$ cat src/rtl/afc_pkg.sv
// Shared constants and state encoding for the AFC frequency comparator.
package afc_pkg;

  localparam int AFC_CNT_WIDTH     = 8;
  localparam int AFC_WINDOW_CYCLES = 64;
  localparam int AFC_WIN_WIDTH     = 7;
  // Controller waits this many cycles before sampling the verdict flags.
  localparam int AFC_SETTLE_CYCLES = 100;

  typedef enum logic [1:0] {
    ST_IDLE  = 2'd0,
    ST_COUNT = 2'd1,
    ST_EVAL  = 2'd2,
    ST_HOLD  = 2'd3
  } afc_state_e;

endpackage

$ cat src/rtl/afc_edge_counter.sv
// Rising-edge detector feeding a saturating edge counter.
module afc_edge_counter #(
  parameter int W = 8
) (
  input  logic         clk,
  input  logic         rst,
  input  logic         clr,
  input  logic         en,
  input  logic         sig_in,
  output logic [W-1:0] count
);

  logic sig_prev;
  logic rise;

  assign rise = sig_in & ~sig_prev;

  // The previous-sample register runs every cycle so an edge straddling a
  // restart is judged against the true prior level; clr still wins on that edge.
  always_ff @(posedge clk or posedge rst) begin
    if (rst) begin
      sig_prev <= 1'b0;
      count    <= '0;
    end else begin
      sig_prev <= sig_in;
      if (clr) begin
        count <= '0;
      end else if (en && rise && (count != '1)) begin
        count <= count + 1'b1;
      end
    end
  end

endmodule

$ cat src/rtl/afc_freq_comparator.sv
// Counts VCO rising edges over a fixed clk window and reports a
// greater/less/equal verdict against a captured target and tolerance.
module afc_freq_comparator
  import afc_pkg::*;
#(
  parameter int CNT_WIDTH     = AFC_CNT_WIDTH,
  parameter int WINDOW_CYCLES = AFC_WINDOW_CYCLES,
  parameter int WIN_WIDTH     = AFC_WIN_WIDTH
) (
  input  logic                 clk,
  input  logic                 rst,
  input  logic                 reset_counters,
  input  logic                 vco_in,
  input  logic [CNT_WIDTH-1:0] target_count,
  input  logic [CNT_WIDTH-1:0] tolerance,
  output logic                 gt_flag,
  output logic                 lt_flag,
  output logic                 eq_flag,
  output logic                 meas_valid,
  output logic [CNT_WIDTH-1:0] meas_count,
  output logic [1:0]           fsm_state
);

  if (WINDOW_CYCLES < 2 || WINDOW_CYCLES >= AFC_SETTLE_CYCLES ||
      (1 << WIN_WIDTH) <= WINDOW_CYCLES) begin : g_bad_params
    $error("afc_freq_comparator: illegal WINDOW_CYCLES/WIN_WIDTH");
  end

  localparam logic [WIN_WIDTH-1:0] WIN_LAST = WIN_WIDTH'(WINDOW_CYCLES - 1);

  afc_state_e           state;
  logic [WIN_WIDTH-1:0] win_cnt;
  logic [CNT_WIDTH-1:0] edge_cnt;
  logic [CNT_WIDTH-1:0] target_q;
  logic [CNT_WIDTH-1:0] tol_q;
  logic [CNT_WIDTH:0]   upper;
  logic [CNT_WIDTH:0]   lower;
  logic [CNT_WIDTH:0]   count_ext;
  logic                 below;
  logic                 above;

  assign fsm_state = state;

  // One extra bit keeps target+tol from wrapping; lower clamps at zero.
  assign upper     = {1'b0, target_q} + {1'b0, tol_q};
  assign lower     = (target_q >= tol_q) ? {1'b0, target_q - tol_q} : '0;
  assign count_ext = {1'b0, edge_cnt};
  assign below     = count_ext < lower;
  assign above     = count_ext > upper;

  afc_edge_counter #(
    .W (CNT_WIDTH)
  ) u_edge_counter (
    .clk    (clk),
    .rst    (rst),
    .clr    (reset_counters),
    .en     (state == ST_COUNT),
    .sig_in (vco_in),
    .count  (edge_cnt)
  );

  // Handshake: reset_counters is a one-cycle start pulse with no back-pressure;
  // it restarts from any state, and meas_valid stays high until the next pulse.
  always_ff @(posedge clk or posedge rst) begin
    if (rst) begin
      state      <= ST_IDLE;
      win_cnt    <= '0;
      target_q   <= '0;
      tol_q      <= '0;
      gt_flag    <= 1'b0;
      lt_flag    <= 1'b0;
      eq_flag    <= 1'b0;
      meas_valid <= 1'b0;
      meas_count <= '0;
    end else if (reset_counters) begin
      state      <= ST_COUNT;
      win_cnt    <= '0;
      target_q   <= target_count;
      tol_q      <= tolerance;
      gt_flag    <= 1'b0;
      lt_flag    <= 1'b0;
      eq_flag    <= 1'b0;
      meas_valid <= 1'b0;
      meas_count <= '0;
    end else begin
      case (state)
        ST_IDLE: state <= ST_IDLE;
        ST_COUNT: begin
          win_cnt <= win_cnt + 1'b1;
          if (win_cnt == WIN_LAST) begin
            state <= ST_EVAL;
          end
        end
        ST_EVAL: begin
          gt_flag    <= below;
          lt_flag    <= above;
          eq_flag    <= !below && !above;
          meas_count <= edge_cnt;
          meas_valid <= 1'b1;
          state      <= ST_HOLD;
        end
        ST_HOLD: state <= ST_HOLD;
        default: state <= ST_IDLE;
      endcase
    end
  end

endmodule

$ cat config.mk
export PLATFORM = sky130hd
export DESIGN_NAME = afc_freq_comparator
export DESIGN_NICKNAME = d
export VERILOG_FILES = /design/src/rtl/afc_pkg.sv /design/src/rtl/afc_edge_counter.sv /design/src/rtl/afc_freq_comparator.sv
export SDC_FILE = /design/constraint.sdc
export NUM_CORES = 1
export LEC_CHECK = 0
export BUFFER_PORTS_ARGS = -buffer_cell sky130_fd_sc_hd__buf_2
export CAP_MARGIN = 20
export CORE_ASPECT_RATIO = 0.8
export CORE_MARGIN = 4
export CORE_UTILIZATION = 50
export DETAILED_ROUTE_END_ITERATION = 8
export GPL_TIMING_DRIVEN = 0
export PLACE_DENSITY = 0.7
export SLEW_MARGIN = 20
export SYNTH_ARGS = -nofsm -noshare
export SYNTH_HDL_FRONTEND = slang
export SYNTH_HIERARCHICAL = 1
export SYNTH_SLANG_ARGS = --single-unit
$ cat constraint.sdc
create_clock -name clk -period 3.9 [get_ports clk]
set_input_delay 0.195 -clock clk [delete_from_list [all_inputs] [get_ports clk]]
set_output_delay 0.195 -clock clk [all_outputs]
set_load 0.03 [all_outputs]
==> results.toml, run 1 <==
[routing]
detail_route.iter0.violations = 78
num_vias = 2441
detail_route.wirelength_mm = 6.83
route.antenna.remaining_nets = 0
post-route-drc-count = 0
route.detailed.vias_per_inst = 5.40
wire_per_inst_um = 15.1
drtPass1Iterations = 4

[sta]
max_freq_ghz = 0.288
hold_violations = 0
setup_repair_after_global_routing_missed_its_margin = "false"
min_period_over_period_pct = 89.0
relSlewSlack_pct = 59.2
final_max_slew_viol_count = 0
finalHoldWorstSlack_ns = 0.00319
final_period_minus_worst_setup_slack_ns = 3.47
tightestPinTransition_ns = 0.612
final.setup.tns_ns = 0
setup_violations = 0
clock-skew-final_ns = 0.00680

[global_routing]
grt_start_max_net_pins = 23
initial_antenna_violation_count = 0
vias_in_the_first_global_route = 2475
overflow = 0
grt_pass1_wl_mm = 11.9
grt.total_usage_pct = 20.3

[worst_setup_path]
critical-path-top-delay-family = "compound AO/OA/AOI/OAI gates"
crit_path_start = "target_q[0]$_DFFE_PP0P_"
critical_path_class = "reg2reg"
worstSetupEndpointType = "register"
worstSetupPathDepth = 15
worst-r2r-cell-count = 15
crit_arrival_ns = 3.73
start_kind = "register"
crit-reg2reg-capture = "gt_flag$_DFFE_PP0P_"
timing.critical_path.buf_inv = 1
timing.critical_path.fanout_max = 4
max_stage_delay_ns = 0.43
cell_by_cell_listing_of_the_critical_path = "inv_1 -> ha_1 -> fa_1 -> nand2b_2 -> o2bb2ai_2 -> a21oi_2 -> a2111oi_4 -> or3b_1 -> ha_1 -> a21oi_1 -> nor2b_1 -> o21ai_0 -> nand2_1 -> a2111oi_4 -> a31o_1"
crit_path_end = "gt_flag$_DFFE_PP0P_"
cp_data_required_time_ns = 4.16
setup.reg_to_reg.worst_slack_ns = 0.43
rr_startpoint = "target_q[0]$_DFFE_PP0P_"
cp_slowest_cell = "sky130_fd_sc_hd__or3b_1"

[die]
die-width_um = 95.9
placement_row_count = 25
die_area_um2 = 7510
initial_utilization_pct = 52.0
die_height_um = 78.3
core-area_um2 = 5940
io_pins = 34

[cts]
tritoncts.num_buffers = 5
post_cts_buffers = 0
cts_tree = "done"
cts_resized = 0
cts.hold.buffers_added = 1
cts.htree.levels = 2
clkSinkCount = 46
clock_path_buffers = 2
clk-insertion-delay-late_ns = 0.31
clock_pin_slew_on_the_worst_setup_and_hold_paths_ns = 0.10
clk_root_buffer_cell = "sky130_fd_sc_hd__clkbuf_8"

[power_and_ir_drop]
post-layout-total-power_uw = 1210
leakage_uw = 0.00167
p_per_area_nw_per_um2 = 347
vdd_ir_drop_max_uv = 210

[placement]
routabilityCongestion = 0.845
detailed_place.area_um2 = 3380
dpl.hpwl_mm = 5.23
numPortBuffers = 32

[yosys]
postSynthNetCount = 384
synthCells = 329
synth-seq-cells = 46
synth_enable_flop_cells = 0
synth_sequential_area_ratio_pct = 37.2
synth-warning-count = 6
async_reset_ff_share_pct = 100
synth_area_per_cell_um2 = 9.39
synth_area_um2 = 3090
post_synth_num_cell_types = 61
ys.flop_type = "sky130_fd_sc_hd__dfrtp_1"

[cells_and_area]
most_frequent_cells_in_the_layout = "sky130_fd_sc_hd__dfrtp_1, sky130_fd_sc_hd__nand2_1, sky130_fd_sc_hd__buf_2"
utilization_pct = 58.6
fin_nets = 425
area_growth_pct = 12.7
post_route_cells_drive_above_1_share_pct = 18.9
final_cell_area_um2 = 3480
mostFrequentLayoutCell = "sky130_fd_sc_hd__dfrtp_1"
insertedDiodeCount = 0

[worst_hold_path]
hold-path-cell-count = 1
hold_path.class = "in2reg"

[status]
status = "finished clean"

[job]
max_cap_viol_count = 0
==> sequential cells by signal, summed over array words and instances (netlist names) <==
register / count
eq_flag: 1
fsm_state: 2
gt_flag: 1
lt_flag: 1
meas_count: 8
meas_valid: 1
target_q: 8
tol_q: 8
u_edge_counter/count: 8
u_edge_counter/sig_prev: 1
win_cnt: 7
==> cells by family (layout without fill, tap and decap cells) <==
family | after synthesis | in the layout | synth area share [%]
muxes | 10 | 10 | 3.68
adders and majority gates | 35 | 35 | 14.7
and+or+nand+nor | 112 | 112 | 18.5
DFF | 46 | 46 | 37.2
xor gates and xnor gates | 12 | 12 | 3.40
AOI/OAI and AO/OA | 76 | 76 | 17.5
buffers and inverters | 38 | 80 | 5.02
==> synthesized netlist by cell type (3+ instances only) <==
cell,number,area share (%)
sky130_fd_sc_hd__dfrtp_1,46,37
sky130_fd_sc_hd__nor2_1,23,2.8
sky130_fd_sc_hd__o21ai_0,19,3.1
sky130_fd_sc_hd__nand3_1,5,0.81
sky130_fd_sc_hd__xor2_1,4,1.1
sky130_fd_sc_hd__nand2b_1,5,1.0
sky130_fd_sc_hd__ha_1,33,13
sky130_fd_sc_hd__a21oi_1,25,4.0
sky130_fd_sc_hd__nor2b_1,7,1.4
sky130_fd_sc_hd__and3_1,4,0.81
sky130_fd_sc_hd__nor3_1,5,0.81
sky130_fd_sc_hd__a211oi_1,4,0.97
sky130_fd_sc_hd__a31oi_1,3,0.61
sky130_fd_sc_hd__clkbuf_1,7,0.85
sky130_fd_sc_hd__mux2_2,7,2.6
sky130_fd_sc_hd__or3_1,3,0.61
sky130_fd_sc_hd__xnor2_1,8,2.3
sky130_fd_sc_hd__nand2_1,35,4.3
sky130_fd_sc_hd__nand4_1,9,1.8
sky130_fd_sc_hd__inv_1,25,3.0
sky130_fd_sc_hd__buf_2,3,0.49
==> routing by layer <==
layer / GRT usage, % / vias up / share of wire (%)
li1: - / 1235 / -
met1: 28.2 / 1150 / 48
met2: 31.5 / 45 / 45
met3: 4.21 / 11 / 5.1
met4: 6.96 / 0 / 1.7
met5: 0 / - / 0
==> through the flow <==
stage	std cells	setup WS, ns
2_1_floorplan	329	0.721
3_3_place_gp	442	0.497
3_5_place_dp	443	0.436
4_1_cts	452	0.429
5_1_grt	452	0.151
6_report	452	0.427
==> report_power, final <==
group	total (uW)	internal (uW)	switching [uW]
clock	310	128	181
sequential	515	497	18.1
combinational	382	168	215
total	1210	793	414
==> how the worst min path moves through the flow <==
stage                 from                             endpoint  slack, ns
finish              vco_in    u_edge_counter/sig_prev$_DFF_PP0_      0.003
CTS                 vco_in    u_edge_counter/sig_prev$_DFF_PP0_      0.003
global route        vco_in    u_edge_counter/sig_prev$_DFF_PP0_      0.004
global placement       rst  u_edge_counter/count[1]$_DFFE_PP0P_       0.18
detailed placement     rst  u_edge_counter/count[1]$_DFFE_PP0P_       0.18
floorplan              rst  u_edge_counter/count[0]$_DFFE_PP0P_       0.02
==> area by class of cell <==
cell class,count,area [um2]
Tap cell,81,101
Fill cell,553,2460
Clock buffer,5,68.8
Multi-Input combinational cell,245,1780
Sequential cell,46,1150
Inverter,25,93.8
Buffer,13,61.3
Clock inverter,3,23.8
Timing Repair Buffer,34,198
Power figures use the tool's default switching activity.
==> inputs of run 2 (changes only) <==
--- a/config.mk
+++ b/config.mk
@@ -7,8 +7,7 @@
 export LEC_CHECK = 0
 export BUFFER_PORTS_ARGS = -buffer_cell sky130_fd_sc_hd__buf_2
 export CAP_MARGIN = 20
-export CORE_ASPECT_RATIO = 0.8
-export CORE_MARGIN = 4
+export CORE_ASPECT_RATIO = 1.75
 export CORE_UTILIZATION = 50
 export DETAILED_ROUTE_END_ITERATION = 8
 export GPL_TIMING_DRIVEN = 0
==> results.toml, run 2 (synthesis gave the netlist of run 1 again) <==
[cts]
clk-insertion-delay-late_ns = 0.31
clk_root_buffer_cell = "sky130_fd_sc_hd__clkbuf_8"
cts_tree = "done"
cts.htree.levels = 2
clock_path_buffers = 2
clock_pin_slew_on_the_worst_setup_and_hold_paths_ns = 0.10
post_cts_buffers = 0
tritoncts.num_buffers = 5
clkSinkCount = 46

[sta]
max_freq_ghz = 0.286
relSlewSlack_pct = 48.1
tightestPinTransition_ns = 0.778
final_period_minus_worst_setup_slack_ns = 3.50
min_period_over_period_pct = 89.6
setup_violations = 0
setup_repair_after_global_routing_missed_its_margin = "false"
clock-skew-final_ns = 0.00988
hold_violations = 0
final.setup.tns_ns = 0
final_max_slew_viol_count = 0

[worst_setup_path]
worstSetupEndpointType = "register"
cell_by_cell_listing_of_the_critical_path = "inv_1 -> ha_1 -> inv_1 -> a21o_1 -> a21oi_1 -> a2bb2oi_1 -> a21oi_1 -> xnor2_1 -> ha_1 -> o21ai_0 -> nor3_1 -> o21ai_0 -> a221oi_1 -> nand2_1 -> a21oi_1"
crit_arrival_ns = 3.73
cp_data_required_time_ns = 4.14
critical_path_class = "reg2reg"
cp_common_cell = "sky130_fd_sc_hd__a21oi_1"
start_kind = "register"
max_stage_delay_ns = 0.65
cp_slowest_cell = "sky130_fd_sc_hd__a221oi_1"
timing.critical_path.fanout_max = 4
setup.reg_to_reg.worst_slack_ns = 0.40

[routing]
detail_route.wirelength_mm = 6.74
wire_per_inst_um = 15.0
num_vias = 2492
post-route-drc-count = 0
drtPass1Iterations = 4
route.antenna.remaining_nets = 0
route.detailed.vias_per_inst = 5.55
detail_route.iter0.violations = 138

[die]
io_pins = 34
die_area_um2 = 6510
die_height_um = 106
core-area_um2 = 5930
initial_utilization_pct = 52.2
placement_row_count = 37
die-width_um = 61.4

[global_routing]
grt_pass1_wl_mm = 11.4
overflow = 0
vias_in_the_first_global_route = 2607
grt_start_max_net_pins = 38
initial_antenna_violation_count = 0
grt.total_usage_pct = 23.5

[placement]
numPortBuffers = 32
routabilityCongestion = 0.896
dpl.hpwl_mm = 5.25

[job]
max_cap_viol_count = 0

[cells_and_area]
area_growth_pct = 12.0
mostFrequentLayoutCell = "sky130_fd_sc_hd__dfrtp_1"
most_frequent_cells_in_the_layout = "sky130_fd_sc_hd__dfrtp_1, sky130_fd_sc_hd__nand2_1, sky130_fd_sc_hd__buf_2"
post_route_cells_drive_above_1_share_pct = 18.6
fin_nets = 425
insertedDiodeCount = 0

[power_and_ir_drop]
p_per_area_nw_per_um2 = 345
vdd_ir_drop_max_uv = 208
leakage_uw = 0.00166
post-layout-total-power_uw = 1190

[worst_hold_path]
hold_path.class = "in2reg"

[status]
status = "finished clean"
## run 2: area by class of cell
class / count / area, um2
multi-input combinational: 245 / 1780
tap: 78 / 97.6
inverter: 25 / 93.8
clock buffer: 5 / 68.8
timing repair buffer: 34 / 180
clock inverter: 3 / 25.0
buffer: 13 / 61.3
fill: 564 / 2460
sequential: 46 / 1150
## run 2: power breakdown
| part | switching [uW] | internal, uW | total [uW] | leakage [uW] |
|---|---|---|---|---|
| Sequential | 17.9 | 497 | 515 | 0.000599 |
| Clock | 177 | 130 | 306 | 0.0000447 |
| Combinational | 208 | 165 | 372 | 0.00102 |
| Total | 402 | 791 | 1190 | 0.00166 |
## run 2: worst max-delay path, delay by kind of cell, from the launching register on
kind | cells | cell delay [ns]
buf+inv | 2 | 0.13
xor+xnor | 1 | 0.15
simple gates | 2 | 0.29
flops | 1 | 0.45
compound gates | 8 | 1.80
fa+ha+maj | 2 | 0.60
## run 2: metrics by stage
step / worst slack [ns] / cell area (um2) / hold slack (ns) / std cells / utilization (%)
floorplan: 0.721 / 3090 / 0.0229 / 329 / -
global placement: 0.419 / 3350 / 0.189 / 439 / 56.5
detailed placement: 0.422 / 3350 / 0.192 / 439 / 56.5
CTS: 0.399 / 3450 / 0.00677 / 448 / 58.3
global route: 0.204 / 3460 / 0.102 / 449 / 58.4
finish: 0.404 / 3460 / 0.0967 / 449 / 58.4
## run 2: final timing paths
| check | start | endpoint | cells past startpoint |
|---|---|---|---|
| worst max-delay path | tol_q[1]$_DFFE_PP0P_ | lt_flag$_DFFE_PP0P_ | 15 |
| worst min-delay path | tolerance[7] | tol_q[7]$_DFFE_PP0P_ | 3 |
| worst max register to register | tol_q[1]$_DFFE_PP0P_ | lt_flag$_DFFE_PP0P_ | 15 |
| worst min register to register | meas_valid$_DFFE_PP0P_ | meas_valid$_DFFE_PP0P_ | 2 |
| max in group asynchronous | rst | target_q[7]$_DFFE_PP0P_ | 3 |
| min in group asynchronous | rst | u_edge_counter/count[0]$_DFFE_PP0P_ | 3 |
## run 2: what timing repair did
action                     4_1_cts  5_1_grt
hold endpoints to repair         9        1
setup endpoints to repair        0        0
hold buffers                     1        1
resized for setup                0        0
## run 2: layer usage
metal	share of wire, %	up-vias	GRT usage (%)
met5	0	-	0
met4	3.1	0	10.8
met3	2.8	14	4.01
met2	55	48	43.5
met1	39	1195	24.0
li1	-	1235	-
==> inputs of run 3 (changes only) <==
--- a/config.mk
+++ b/config.mk
@@ -11,7 +11,7 @@
 export CORE_UTILIZATION = 50
 export DETAILED_ROUTE_END_ITERATION = 8
 export GPL_TIMING_DRIVEN = 0
-export PLACE_DENSITY = 0.7
+export PLACE_DENSITY = 0.72
 export SLEW_MARGIN = 20
 export SYNTH_ARGS = -nofsm -noshare
 export SYNTH_HDL_FRONTEND = slang
==> constraint.sdc (replaced) <==
create_clock -name clk -period 2.9 [get_ports clk]
set_input_delay 0.145 -clock clk [delete_from_list [all_inputs] [get_ports clk]]
set_output_delay 0.145 -clock clk [all_outputs]
set_load 0.03 [all_outputs]
==> results.toml, run 3 (synthesis gave the netlist of run 1 again) <==
[die]
placement_row_count = 37
io_pins = 34
core-area_um2 = 5930
initial_utilization_pct = 52.2
die-width_um = 61.4
die_area_um2 = 6510
die_height_um = 106

[sta]
max_freq_ghz = 0.310
setup_repair_after_global_routing_missed_its_margin = "true"
relSlewSlack_pct = 58.1
min_period_over_period_pct = 111
tightestPinTransition_ns = 0.628
final_period_minus_worst_setup_slack_ns = 3.22
setup_violations = 3
final.setup.worst_slack_ns = -0.323
hold_violations = 0
clock-skew-final_ns = 0.00714
final.setup.tns_ns = -0.834
final_max_slew_viol_count = 0

[global_routing]
vias_in_the_first_global_route = 2616
grt_start_max_net_pins = 20
grt_pass1_wl_mm = 12.2
initial_antenna_violation_count = 0
grt.total_usage_pct = 25.5
overflow = 0

[worst_hold_path]
hold_path.class = "in2reg"

[worst_setup_path]
timing.critical_path.fanout_max = 4
crit_arrival_ns = 3.48
crit_path_start = "tol_q[0]$_DFFE_PP0P_"
max_stage_delay_ns = 0.42
cell_by_cell_listing_of_the_critical_path = "buf_6 -> ha_4 -> fa_2 -> nand2b_4 -> o2bb2ai_4 -> a21oi_4 -> a2111oi_4 -> or3b_1 -> ha_1 -> nand4_1 -> nor2_2 -> buf_4 -> a2111oi_4 -> a31o_1"
critical-path-top-delay-family = "compound AO/OA/AOI/OAI gates"
worstSetupPathDepth = 14
setup.reg_to_reg.worst_slack_ns = -0.32
critical_path_class = "reg2reg"
crit_path_end = "gt_flag$_DFFE_PP0P_"
crit-reg2reg-capture = "gt_flag$_DFFE_PP0P_"
start_kind = "register"
worstSetupEndpointType = "register"
rr_startpoint = "tol_q[0]$_DFFE_PP0P_"
cp_data_required_time_ns = 3.16
worst-r2r-cell-count = 14
timing.critical_path.buf_inv = 2
cp_slowest_cell = "sky130_fd_sc_hd__dfrtp_1"
cp_common_cell = "sky130_fd_sc_hd__a2111oi_4"

[power_and_ir_drop]
leakage_uw = 0.00178
p_per_area_nw_per_um2 = 469
post-layout-total-power_uw = 1790
vdd_ir_drop_max_uv = 333

[placement]
dpl.hpwl_mm = 5.47
routabilityCongestion = 0.880
dp_slack_ns = -0.631
detailed_place.area_um2 = 3400
numPortBuffers = 32
place_inst = 440

[status]
violations_in_the_final_reports = "negative setup slack"
status = "finished, violations left"

[cells_and_area]
final_cell_area_um2 = 3810
mostFrequentLayoutCell = "sky130_fd_sc_hd__dfrtp_1"
most_frequent_cells_in_the_layout = "sky130_fd_sc_hd__dfrtp_1, sky130_fd_sc_hd__nand2_1, sky130_fd_sc_hd__buf_2"
fin_nets = 442
finish.cell_count_without_fillers = 466
insertedDiodeCount = 0
post_route_cells_drive_above_1_share_pct = 28.4
area_growth_pct = 23.2

[cts]
clk-insertion-delay-late_ns = 0.31
tritoncts.num_buffers = 5
clk_root_buffer_cell = "sky130_fd_sc_hd__clkbuf_8"
clkSinkCount = 46
clock_path_buffers = 2
clock_pin_slew_on_the_worst_setup_and_hold_paths_ns = 0.09
cts_tree = "done"
cts.htree.levels = 2

[routing]
drtPass1Iterations = 4
route.detailed.vias_per_inst = 5.58
wire_per_inst_um = 16.0
num_vias = 2602
route.antenna.remaining_nets = 0
post-route-drc-count = 0
detail_route.wirelength_mm = 7.44
detail_route.iter0.violations = 131

[job]
max_cap_viol_count = 0
[run 3: cell types whose count changed in the layout (fill, tap and decap cells not counted), moves of 3 or more]
cell                      change
sky130_fd_sc_hd__o21ai_0      -5
sky130_fd_sc_hd__ha_1         -5
sky130_fd_sc_hd__o21ai_1      +3
sky130_fd_sc_hd__buf_4       +14
sky130_fd_sc_hd__ha_4         +4
sky130_fd_sc_hd__a21oi_1      -4
[run 3: worst min-delay path: stages]
cell                      delay (ns)
sky130_fd_sc_hd__buf_2          0.07
sky130_fd_sc_hd__nand2_1        0.04
sky130_fd_sc_hd__o21ai_0        0.05
[run 3: worst min path at each step]
stage / startpoint / end / slack (ns) / depth (start not counted)
finish: tolerance[2] / tol_q[2]$_DFFE_PP0P_ / 0.03 / 3
global route: target_count[0] / target_q[0]$_DFFE_PP0P_ / 0.04 / 3
CTS: tolerance[2] / tol_q[2]$_DFFE_PP0P_ / 0.02 / 3
detailed placement: rst / u_edge_counter/sig_prev$_DFF_PP0_ / 0.15 / 2
global placement: rst / u_edge_counter/sig_prev$_DFF_PP0_ / 0.14 / 2
floorplan: rst / u_edge_counter/count[0]$_DFFE_PP0P_ / -0.03 / 1
[run 3: final cells by class]
| class | instances | area, um2 |
|---|---|---|
| buffer | 13 | 63.8 |
| fill | 522 | 2120 |
| sequential | 46 | 1150 |
| clock inverter | 3 | 21.3 |
| clock buffer | 5 | 68.8 |
| multi-input combinational | 245 | 1980 |
| tap | 78 | 97.6 |
| inverter | 25 | 93.8 |
| timing repair buffer | 51 | 335 |
[run 3: routing by layer]
metal | vias to the layer above | part of all wire, % | routed length [um] | track usage (%)
met5 | - | 0 | 0 | 0
met4 | 0 | 3.2 | 238 | 11.6
li1 | 1269 | - | - | -
met2 | 59 | 55 | 4100 | 45.4
met1 | 1256 | 39 | 2900 | 27.7
met3 | 18 | 2.8 | 211 | 4.62
[run 3: through the flow]
step	util [%]	hold WS [ns]
after CTS	62.3	0.0220
after floorplan	-	-0.0271
after global routing	64.3	0.0443
final	64.3	0.0262
after global placement	57.0	0.137
after detailed placement	57.5	0.145
[run 3: timing repair]
action                                  4_1_cts  5_1_grt
endpoints found under the setup margin        3        3
pin swaps                                    16       22
endpoints found under the hold margin        28        0
gates resized for setup                      21       14
setup buffers                                10        7
hold buffers                                  2        0
[run 3: power breakdown]
part | internal [uW] | switching (uW) | leakage [uW] | total [uW]
combinational | 323 | 365 | 0.00114 | 688
sequential | 668 | 24.5 | 0.000598 | 693
clock | 170 | 238 | 0.0000441 | 407
total | 1160 | 627 | 0.00178 | 1790
